`config.mk`:
```
export PLATFORM = sky130hd
export DESIGN_NAME = baby_vga_fb_arbiter
export DESIGN_NICKNAME = d
export VERILOG_FILES = /design/src/rtl/baby_vga_pkg.sv /design/src/rtl/baby_vga_fb_arbiter.sv
export SDC_FILE = /design/constraint.sdc
export NUM_CORES = 1
export LEC_CHECK = 0
export ABC_AREA = 0
export ABC_CLOCK_PERIOD_IN_PS = 5300
export CORE_AREA = 2 2 97 99
export CTS_BUF_LIST = sky130_fd_sc_hd__clkbuf_8
export CTS_CLUSTER_SIZE = 28
export DETAILED_ROUTE_END_ITERATION = 10
export DIE_AREA = 0 0 99 101
export MAX_ROUTING_LAYER = met4
export PLACE_DENSITY = 0.88
export SYNTH_ARGS = -nofsm -noshare
export SYNTH_HDL_FRONTEND = slang
export SYNTH_SLANG_ARGS = --single-unit
```
`constraint.sdc`:
```
create_clock -name clk -period 5.3 [get_ports clk]
set_input_delay 1.59 -clock clk [delete_from_list [all_inputs] [get_ports clk]]
set_output_delay 1.59 -clock clk [all_outputs]
set_load 0.02 [all_outputs]
```
`src/rtl/baby_vga_pkg.sv`:
```
// Shared types and constants for the baby-VGA framebuffer arbiter.
// The framebuffer is 16 rows of 32 pixels. The RAM returns read data one cycle after the strobe.
// The arbiter is a small six-state FSM.
package baby_vga_pkg;

  localparam int FB_ROWS   = 16;
  localparam int FB_ADDR_W = 4;
  localparam int FB_DATA_W = 32;
  localparam int FB_RD_LAT = 1;

  typedef enum logic [2:0] {
    IDLE     = 3'd0,
    LINE_RD  = 3'd1,
    LINE_CAP = 3'd2,
    CPU_RD   = 3'd3,
    CPU_CAP  = 3'd4,
    CPU_WR   = 3'd5
  } arb_state_e;

endpackage

```
`src/rtl/baby_vga_fb_arbiter.sv`:
```
// Purpose: shares the single-port framebuffer RAM between CPU accesses and per-line
//   scanout fetches. Scanout fetches always have priority.
// Latency: an uncontended line fetch or CPU read pulses its valid output 2 cycles after
//   the request. A line fetch that waits behind a CPU op takes up to 2 extra cycles.
// Backpressure: cpu_req_ready drops whenever the RAM is busy or a line fetch is due.
//   A line_req that cannot start is parked in a one-deep slot, and the newest row wins.
// Optional: define BABY_VGA_ARB_STATS_EN to add a saturating CPU stall counter.
module baby_vga_fb_arbiter
  import baby_vga_pkg::*;
#(
  parameter int ROWS   = FB_ROWS,
  parameter int ADDR_W = FB_ADDR_W,
  parameter int DATA_W = FB_DATA_W
) (
  input  logic              clk,
  input  logic              rst_n,
  input  logic              cpu_req_valid,
  input  logic              cpu_req_we,
  input  logic [ADDR_W-1:0] cpu_req_addr,
  input  logic [DATA_W-1:0] cpu_req_wdata,
  output logic              cpu_req_ready,
  output logic              cpu_rsp_valid,
  output logic [DATA_W-1:0] cpu_rsp_rdata,
  input  logic              line_req,
  input  logic [ADDR_W-1:0] line_row,
  output logic              line_valid,
  output logic [DATA_W-1:0] line_data,
  output logic              line_overrun,
  output logic              mem_en,
  output logic              mem_we,
  output logic [ADDR_W-1:0] mem_addr,
  output logic [DATA_W-1:0] mem_wdata,
  input  logic [DATA_W-1:0] mem_rdata
`ifdef BABY_VGA_ARB_STATS_EN
  ,
  output logic [15:0]       cpu_stall_cnt
`endif
);

  // Row addresses wrap modulo the framebuffer depth.
  localparam logic [ADDR_W-1:0] ADDR_MASK = ADDR_W'(ROWS - 1);

  arb_state_e        state, state_nxt;
  logic              pending;
  logic [ADDR_W-1:0] pend_row;
  logic              mem_en_nxt, mem_we_nxt;
  logic [ADDR_W-1:0] mem_addr_nxt;
  logic [DATA_W-1:0] mem_wdata_nxt;
  logic [DATA_W-1:0] line_q, rdata_q;

  // State register.
  always_ff @(posedge clk) begin
    if (!rst_n) state <= IDLE;
    else        state <= state_nxt;
  end

  // Next state, the RAM command for the next cycle, and the CPU ready.
  always_comb begin
    state_nxt     = state;
    mem_en_nxt    = 1'b0;
    mem_we_nxt    = 1'b0;
    mem_addr_nxt  = mem_addr;
    mem_wdata_nxt = '0;
    cpu_req_ready = 1'b0;
    case (state)
      IDLE: begin
        cpu_req_ready = rst_n && !pending && !line_req;
        if (pending || line_req) begin
          state_nxt    = LINE_RD;
          mem_en_nxt   = 1'b1;
          mem_addr_nxt = pending ? pend_row : line_row;
        end else if (cpu_req_valid) begin
          state_nxt     = cpu_req_we ? CPU_WR : CPU_RD;
          mem_en_nxt    = 1'b1;
          mem_we_nxt    = cpu_req_we;
          mem_addr_nxt  = cpu_req_addr;
          mem_wdata_nxt = cpu_req_we ? cpu_req_wdata : '0;
        end
      end
      LINE_RD:  state_nxt = LINE_CAP;
      LINE_CAP: state_nxt = IDLE;
      CPU_RD:   state_nxt = CPU_CAP;
      CPU_CAP:  state_nxt = IDLE;
      CPU_WR:   state_nxt = IDLE;
      default:  state_nxt = IDLE;
    endcase
  end

  // Registered RAM command outputs.
  always_ff @(posedge clk) begin
    if (!rst_n) begin
      mem_en    <= 1'b0;
      mem_we    <= 1'b0;
      mem_addr  <= '0;
      mem_wdata <= '0;
    end else begin
      mem_en    <= mem_en_nxt;
      mem_we    <= mem_we_nxt;
      mem_addr  <= mem_addr_nxt & ADDR_MASK;
      mem_wdata <= mem_wdata_nxt;
    end
  end

  // One-deep parking slot for line requests that cannot start immediately.
  // If a new request arrives in the cycle the slot is consumed, the slot refills without an overrun.
  always_ff @(posedge clk) begin
    if (!rst_n) begin
      pending      <= 1'b0;
      pend_row     <= '0;
      line_overrun <= 1'b0;
    end else if (line_req && (state != IDLE || pending)) begin
      pending  <= 1'b1;
      pend_row <= line_row;
      if (pending && state != IDLE) line_overrun <= 1'b1;
    end else if (state == IDLE && pending) begin
      pending <= 1'b0;
    end
  end

  // Hold the most recent line and CPU read data between pulses.
  always_ff @(posedge clk) begin
    if (!rst_n) begin
      line_q  <= '0;
      rdata_q <= '0;
    end else begin
      if (state == LINE_CAP) line_q  <= mem_rdata;
      if (state == CPU_CAP)  rdata_q <= mem_rdata;
    end
  end

  // In the capture cycle, bypass the RAM output so that the data is presented in the same cycle as the pulse.
  always_comb begin
    line_valid    = (state == LINE_CAP);
    cpu_rsp_valid = (state == CPU_CAP);
    line_data     = (state == LINE_CAP) ? mem_rdata : line_q;
    cpu_rsp_rdata = (state == CPU_CAP)  ? mem_rdata : rdata_q;
  end

`ifdef BABY_VGA_ARB_STATS_EN
  // Saturating count of cycles in which the CPU is held off.
  always_ff @(posedge clk) begin
    if (!rst_n)
      cpu_stall_cnt <= '0;
    else if (cpu_req_valid && !cpu_req_ready && cpu_stall_cnt != 16'hFFFF)
      cpu_stall_cnt <= cpu_stall_cnt + 16'd1;
  end
`endif

endmodule

```
### After elaboration in Yosys (flattened, before gate mapping)

Index checks and enable logic that the tools add are counted.

* logic and storage cells: 51
* ROM bits: 0
* bits in latches: 0
* bits in registers: 111
* bits of input ports: 77
* memory bits (writable): 0
* memories: 0

* $lt $le $gt $ge: 0
* multipliers: 0
* bitwise gates (word level): 4
* eq/ne operators: 5
* div/mod/pow operators: 0
* add/sub/neg operators: 0
* mux-type cells: 14
* reduce and logical (&&, ||, !) cells: 18
* shift operators: 0

Operators by type and width (count)
* two-way mux 32 bit: 2
* two-way mux 4 bit: 3
* two-way mux 3 bit: 3
* case mux 3 bit (3 select lines): 1
* == test 3 x 2 -> 1 bit (second input constant): 2
* AND reduction 2 bit: 3
* logical AND 1 bit: 5
* two-way mux 1 bit: 5
* OR reduction 5 bit: 1
* NOT 1 bit: 4
* nonzero test 2 bit: 2
* OR reduction 4 bit: 1
* == test 3 x 1 -> 1 bit (second input constant): 1
* == test 3 bit (second input constant): 1
* logical NOT 3 bit: 1
* inequality test 3 bit (second input constant): 1
* nonzero test 3 bit: 1
* logical NOT 1 bit: 2
* logical OR 1 bit: 2

### Depth between registers and ports, before layout

* depth in word-level cells: 4
* depth in mapped cells: 5

### Worst setup path after synthesis

No wires, ideal clock.

* kind: input-to-output
* start point: input line_req
* end point: output cpu_req_ready
* setup slack: 1202 ps
* stages on the path: 3
* buffers on the path: 1
* data required time: 3710 ps
* arrival time: 2508 ps
* cell sequence: buf_2 or4_4 nor2_1

* cells in the longest elaborated chain, start to end: 3

RTL lines
* start, declared: line baby_vga_fb_arbiter.sv:24 `input logic line_req,`
* logical NOT 1 bit: line baby_vga_fb_arbiter.sv:67 `cpu_req_ready = rst_n && !pending && !line_req;`
* logical AND 1 bit: line baby_vga_fb_arbiter.sv:67
* two-way mux 1 bit: line baby_vga_fb_arbiter.sv:65 `case (state)`
* end, declared: line baby_vga_fb_arbiter.sv:21 `output logic cpu_req_ready,`

Every way passes these cells.

### Worst setup path in the final report

Same ends and word-level chain as after synthesis.

==> summary.txt <==
Setup path
  – R2R Path Start: state[1]
  – Crit path capture type: output pin
  – Reg2reg setup slack: 3.21 ns
  – Worst-path fanout max: 3
  – CP max stage cell: clkdlybuf4s50_1
  – CP Launch Type: input port
  – CP Class: input port to output pin
  – Worst endpoint required time: 3.71 ns
  – CP dominant cell by count: clkdlybuf4s50_1
  – Reg2Reg Capture Point: line_q[27]
  – CP max stage delay: 0.62 ns
  – CP Buf/Inv Count: 2
  – R2R cell count: 4
  – Top cell family by delay on the critical path: buffers and inverters
  – Critical path data arrival time: 3.23 ns
  – CP cell instances: clkdlybuf4s50_1, or4_4, nor2_1, clkdlybuf4s50_1

Final layout
  – FF+latch area: 2220 sq um
  – ANT cells: 0
  – Layout area overhead: 50.8%
  – Fill cells: 635
  – Share of cells above drive strength 1: 19.1%
  – Footprint of the multi-input gates: 1700 sq um
  – Nets: 601
  – Post-route cell area: 6090 sq um
  – Finished Core Util: 67.9%

Global routing
  – GRT Total Usage: 18.9%
  – Vias in the first global route: 3,129
  – Overflow after GRT: 0
  – First-pass GRT wire length: 14.5 mm
  – Initial antenna violation count: 0
  – Pin count of the biggest net entering global routing: 81

Worst hold path
  – Hold Crit Class: flip-flop to flip-flop
  – Hold path cells: 2
  – Hold worst-path end: mem_addr[1]
  – Hold Crit Start: mem_addr[1]

STA
  – Tightest Pin Transition: 0.997 ns
  – Max Freq: 207 MHz
  – Post-route setup TNS: 0 ns
  – Skew final: 0.0139 ns
  – RSZ-0062 raised after global routing: no
  – Final hold vios: 0
  – Period minus WS final: 4.82 ns
  – Hold slack: 0.462 ns
  – Tcrit/Tclk final: 91.0%
  – Final setup vio count: 0
  – Slew Limit Headroom: 32.6%
  – Max-slew violations: 0

CTS
  – CTS Hold Bufs: 0
  – CTS tree: yes
  – Clock Tree Buf Depth: 2
  – Clk_lat worst skew: 0.36 ns
  – Clk sinks: 111
  – Post-CTS Setup Bufs: 0
  – CTS Buf Count: 9
  – H-tree depth: 3
  – Clk pin slew, worst setup/hold paths: 0.11 ns
  – Root Driver: clkbuf_8
  – Cts repair resizes: 0

Run
  – Max cap viols: 0

Floorplan
  – Cell Rows: 35
  – Initial Util: 45.0%
  – Die area: 10000 sq um
  – Core ar.: 8980 sq um
  – Die width: 99 microns
  – Height of the die: 101 microns
  – Io pins: 183

Drt
  – Via count: 3,022
  – Top sig layer: met4
  – DRC: 0
  – Final wirelength: 9.33 mm
  – Antenna viol nets, final: 0
  – Initial DRC Count: 58
  – Vias per Instance: 4.72
  – First drt pass iteration count: 4
  – Routed wire length per instance: 14.6 microns
  – Met2 WL: 4.65 mm
  – Met3 WL: 703 microns
  – WL met1: 3.89 mm

Power and ir drop
  – Max rail drop VDD: 0.000157 V
  – PwrDens: 277 nW/um^2
  – P_leak: 2.43 nW

Synthesis
  – Top_reg_cell synth: dfxtp_1
  – Yosys cell types: 26
  – Post-Syn Instances: 350
  – Yosys reg bits: 111
  – Syn_area_per_cell: 11.5 sq um
  – Yosys warning count: 0
  – Mapped Area: 4040 sq um
  – Seq/Total Area, Yosys: 55.0%
  – Number of synthesized flops with an enable pin: 0
  – Fraction of registers with async set/reset: 0%
  – Syn_nets: 427

Placed design
  – Post-DP HPWL: 6.90 mm
  – Placer congestion estimate: 0.742
  – Port bufs: 182
  – Placed Area: 5910 sq um

Outcome
  – Status: finished, final reports clean
-- metrics by stage --
| stage | setup WS [ns] | std cells | power, mW |
|---|---|---|---|
| after global routing | 0.394 | 640 | 1.76 |
| after CTS | 0.471 | 640 | 1.71 |
| after detailed placement | 0.480 | 624 | 1.24 |
| after floorplan | 1.20 | 350 | 1.07 |
| after global placement | 0.471 | 624 | 1.23 |
| final | 0.478 | 640 | 1.69 |
-- state kept, by name, summed over array words and instances, names as in the netlist --
signal / flops
mem_en: 1
mem_wdata: 32
rdata_q: 32
line_q: 32
state: 3
mem_addr: 4
pend_row: 4
mem_we: 1
line_overrun: 1
pending: 1
-- where the power goes --
group	switching, mW	total [mW]	internal [mW]
Clock	0.282	0.470	0.187
Sequential	0.0176	0.885	0.867
Combinational	0.145	0.331	0.185
Total	0.445	1.69	1.24
-- area by class of cell --
cell class,count,area share [%]
multi-input combinational,216,28.0
clock buffer,10,2.26
clock inverter,6,0.698
sequential,111,36.5
timing repair buffer,186,30.3
tap,111,2.28
-- layer usage --
metal / vias up / track usage [%]
li1: 1496 / -
met1: 1392 / 21.8
met2: 128 / 32.0
met3: 6 / 5.27
met4: 0 / 5.90
met5: - / -
-- placed cells by master, fill, tap and decap left out, types with 3 or more instances in the layout --
| master | count |
|---|---|
| and2_1 | 86 |
| and2_2 | 12 |
| buf_4 | 4 |
| clkbuf_8 | 10 |
| clkdlybuf4s50_1 | 181 |
| dfxtp_1 | 111 |
| inv_6 | 3 |
| mux2_2 | 64 |
| mux2i_1 | 4 |
| nand2_1 | 14 |
| nand3_1 | 4 |
| o21ai_0 | 9 |
| o2bb2ai_1 | 4 |
-- logic make-up (layout without fill, tap and decap cells) --
logic type                 Yosys count  count (layout)  synth area share, %
AOI/OAI and AO/OA                   15              15                 2.35
adders and majority gates            1               1                0.248
buffers and inverters               23             202                 3.13
DFF                                111             111                 55.0
muxes                               68              68                 18.8
and+or+nand+nor                    132             132                 20.4
-- synth_stat cells, types with 4 or more instances --
library cell / number / area, sq um
and2_1: 86 / 538
and2_2: 12 / 90.1
buf_2: 8 / 40.0
buf_6: 4 / 45.0
clkbuf_1: 11 / 41.3
dfxtp_1: 111 / 2220
mux2_2: 64 / 721
mux2i_1: 4 / 40.0
nand2_1: 14 / 52.6
nand3_1: 4 / 20.0
o21ai_0: 9 / 45.0
o2bb2ai_1: 4 / 35.0
-- worst min-delay path: cells and delay by family (launching register included) --
kind	cells	cell delay, ns
AOI/OAI and AO/OA	1	0.05
DFF	1	0.33
and+or+nand+nor	1	0.05
-- worst max-delay path by stage --
stage / slack [ns] / cells past startpoint / to / from
5_1_grt: 0.39 / 4 / cpu_req_ready / line_req
4_1_cts: 0.47 / 4 / cpu_req_ready / line_req
3_5_place_dp: 0.48 / 4 / cpu_req_ready / line_req
2_1_floorplan: 1.20 / 3 / cpu_req_ready / line_req
3_3_place_gp: 0.47 / 4 / cpu_req_ready / line_req
6_report: 0.48 / 4 / cpu_req_ready / line_req
(Power assumes the default switching activity.)
==> variant, RTL diff (same flow settings) <==
Encoding of `arb_state_e`: now Gray code (3 bits for 6 states).
--- a/src/rtl/baby_vga_pkg.sv
+++ b/src/rtl/baby_vga_pkg.sv
@@ -9,12 +9,12 @@
   localparam int FB_RD_LAT = 1;
 
   typedef enum logic [2:0] {
-    IDLE     = 3'd0,
-    LINE_RD  = 3'd1,
-    LINE_CAP = 3'd2,
-    CPU_RD   = 3'd3,
-    CPU_CAP  = 3'd4,
-    CPU_WR   = 3'd5
+    IDLE     = 3'b000,
+    LINE_RD  = 3'b001,
+    LINE_CAP = 3'b011,
+    CPU_RD   = 3'b010,
+    CPU_CAP  = 3'b110,
+    CPU_WR   = 3'b111
   } arb_state_e;
 
 endpackage
Formal check against the unedited RTL: same outputs for any inputs over 10 cycles, from zero or initial values and one cycle with rst_n low; not proved beyond that.
==> variant against the unedited design <==
Sequential share of layout area shrank 0.16 points. Sequential cell count is the same. Hold slack lost 0.00065 ns. Routed wire length grew 4.6%. Synthesized area grew 0.28%. Setup slack gained 0.31 ns. Final area grew 0.43%. Clock skew grew 0.0028 ns. Total power grew 4.5%. Critical endpoint is now line_data[2].
==> variant: results (changes against the unedited design) <==
Adder-Cell Fraction of Synth Area = 0.2471% (was 0.2478%)
sequential-to-total area share from yosys stat = 54.85% (was 55.00%)
routability congestion estimate = 0.7755 (was 0.7415)
Rel. slew slack = 21.97% (was 32.65%)
reg-to-reg startpoint = pending (was state[1])
Setup WS pre-CTS = 0.8484 ns (was 0.4803 ns)
Clock Skew = 0.01671 ns (was 0.01388 ns)
outcome = finished clean (unchanged)
Commonest cells post-synth = dfxtp_1 (111), and2_1 (98), mux2_2 (64) (was dfxtp_1 (111), and2_1 (86), mux2_2 (64))
DP HPWL = 7.295 mm (was 6.896 mm)
first-pass GRT wire length = 14.94 mm (was 14.54 mm)
complex-gate fraction of the synthesized area = 3.243% (was 2.354%)
WL met2 = 4.892 mm (was 4.647 mm)
DRT iter0 DRCs = 80 (was 58)
WHS Endpoint = pend_row[2] (was mem_addr[1])
Hold Startpoint = pend_row[2] (was mem_addr[1])
slowest cell delay on critical path = 0.67 ns (was 0.62 ns)
Via density = 4.810 (was 4.722)
met3 usage = 4.785% (was 5.270%)
drt wl/cell = 15.10 um (was 14.57 um)
post-synthesis cell type count = 27 (was 26)
largest net degree at the start of global routing = 73 (was 81)
vias in the first global route = 3127 (was 3129)
Crit Path Category = flip-flop to output port (was primary input to output port)
reg2reg setup slack = 2.95 ns (was 3.21 ns)
wl on met1 = 4.008 mm (was 3.889 mm)
Global Route Usage Sum = 19.54% (was 18.89%)
[variant: cell count changes after synthesis, sizes merged, moves of 2 or more]
| cell | unedited run | this run |
|---|---|---|
| clkbuf | 11 | 18 |
| inv | 0 | 4 |
| nor2b | 2 | 0 |
| nand3b | 0 | 2 |
| nor3b | 2 | 0 |
| a211oi | 0 | 3 |
| buf | 12 | 6 |
| nand2b | 0 | 2 |
| o21ai | 9 | 4 |
| a21oi | 0 | 4 |
[variant: layout make-up]
type	instances	area, um2	area share (%)
inverters	4	15.01	0.2454
clock inverters	5	51.30	0.8384
clock buffers	11	151.4	2.474
well taps	111	138.9	2.270
flip-flops and latches	111	2222	36.32
multi-input cells	217	1685	27.55
repair buffers	187	1854	30.31
[variant: through the flow]
step	cell area, um2	hold WS, ns	total power, mW	cells
floorplan	4051	0.4364	1.112	356
global placement	5916	0.4453	1.276	630
detailed placement	5916	0.4471	1.287	630
CTS	6118	0.4622	1.778	646
global route	6118	0.4772	1.838	646
finish	6118	0.4615	1.760	646
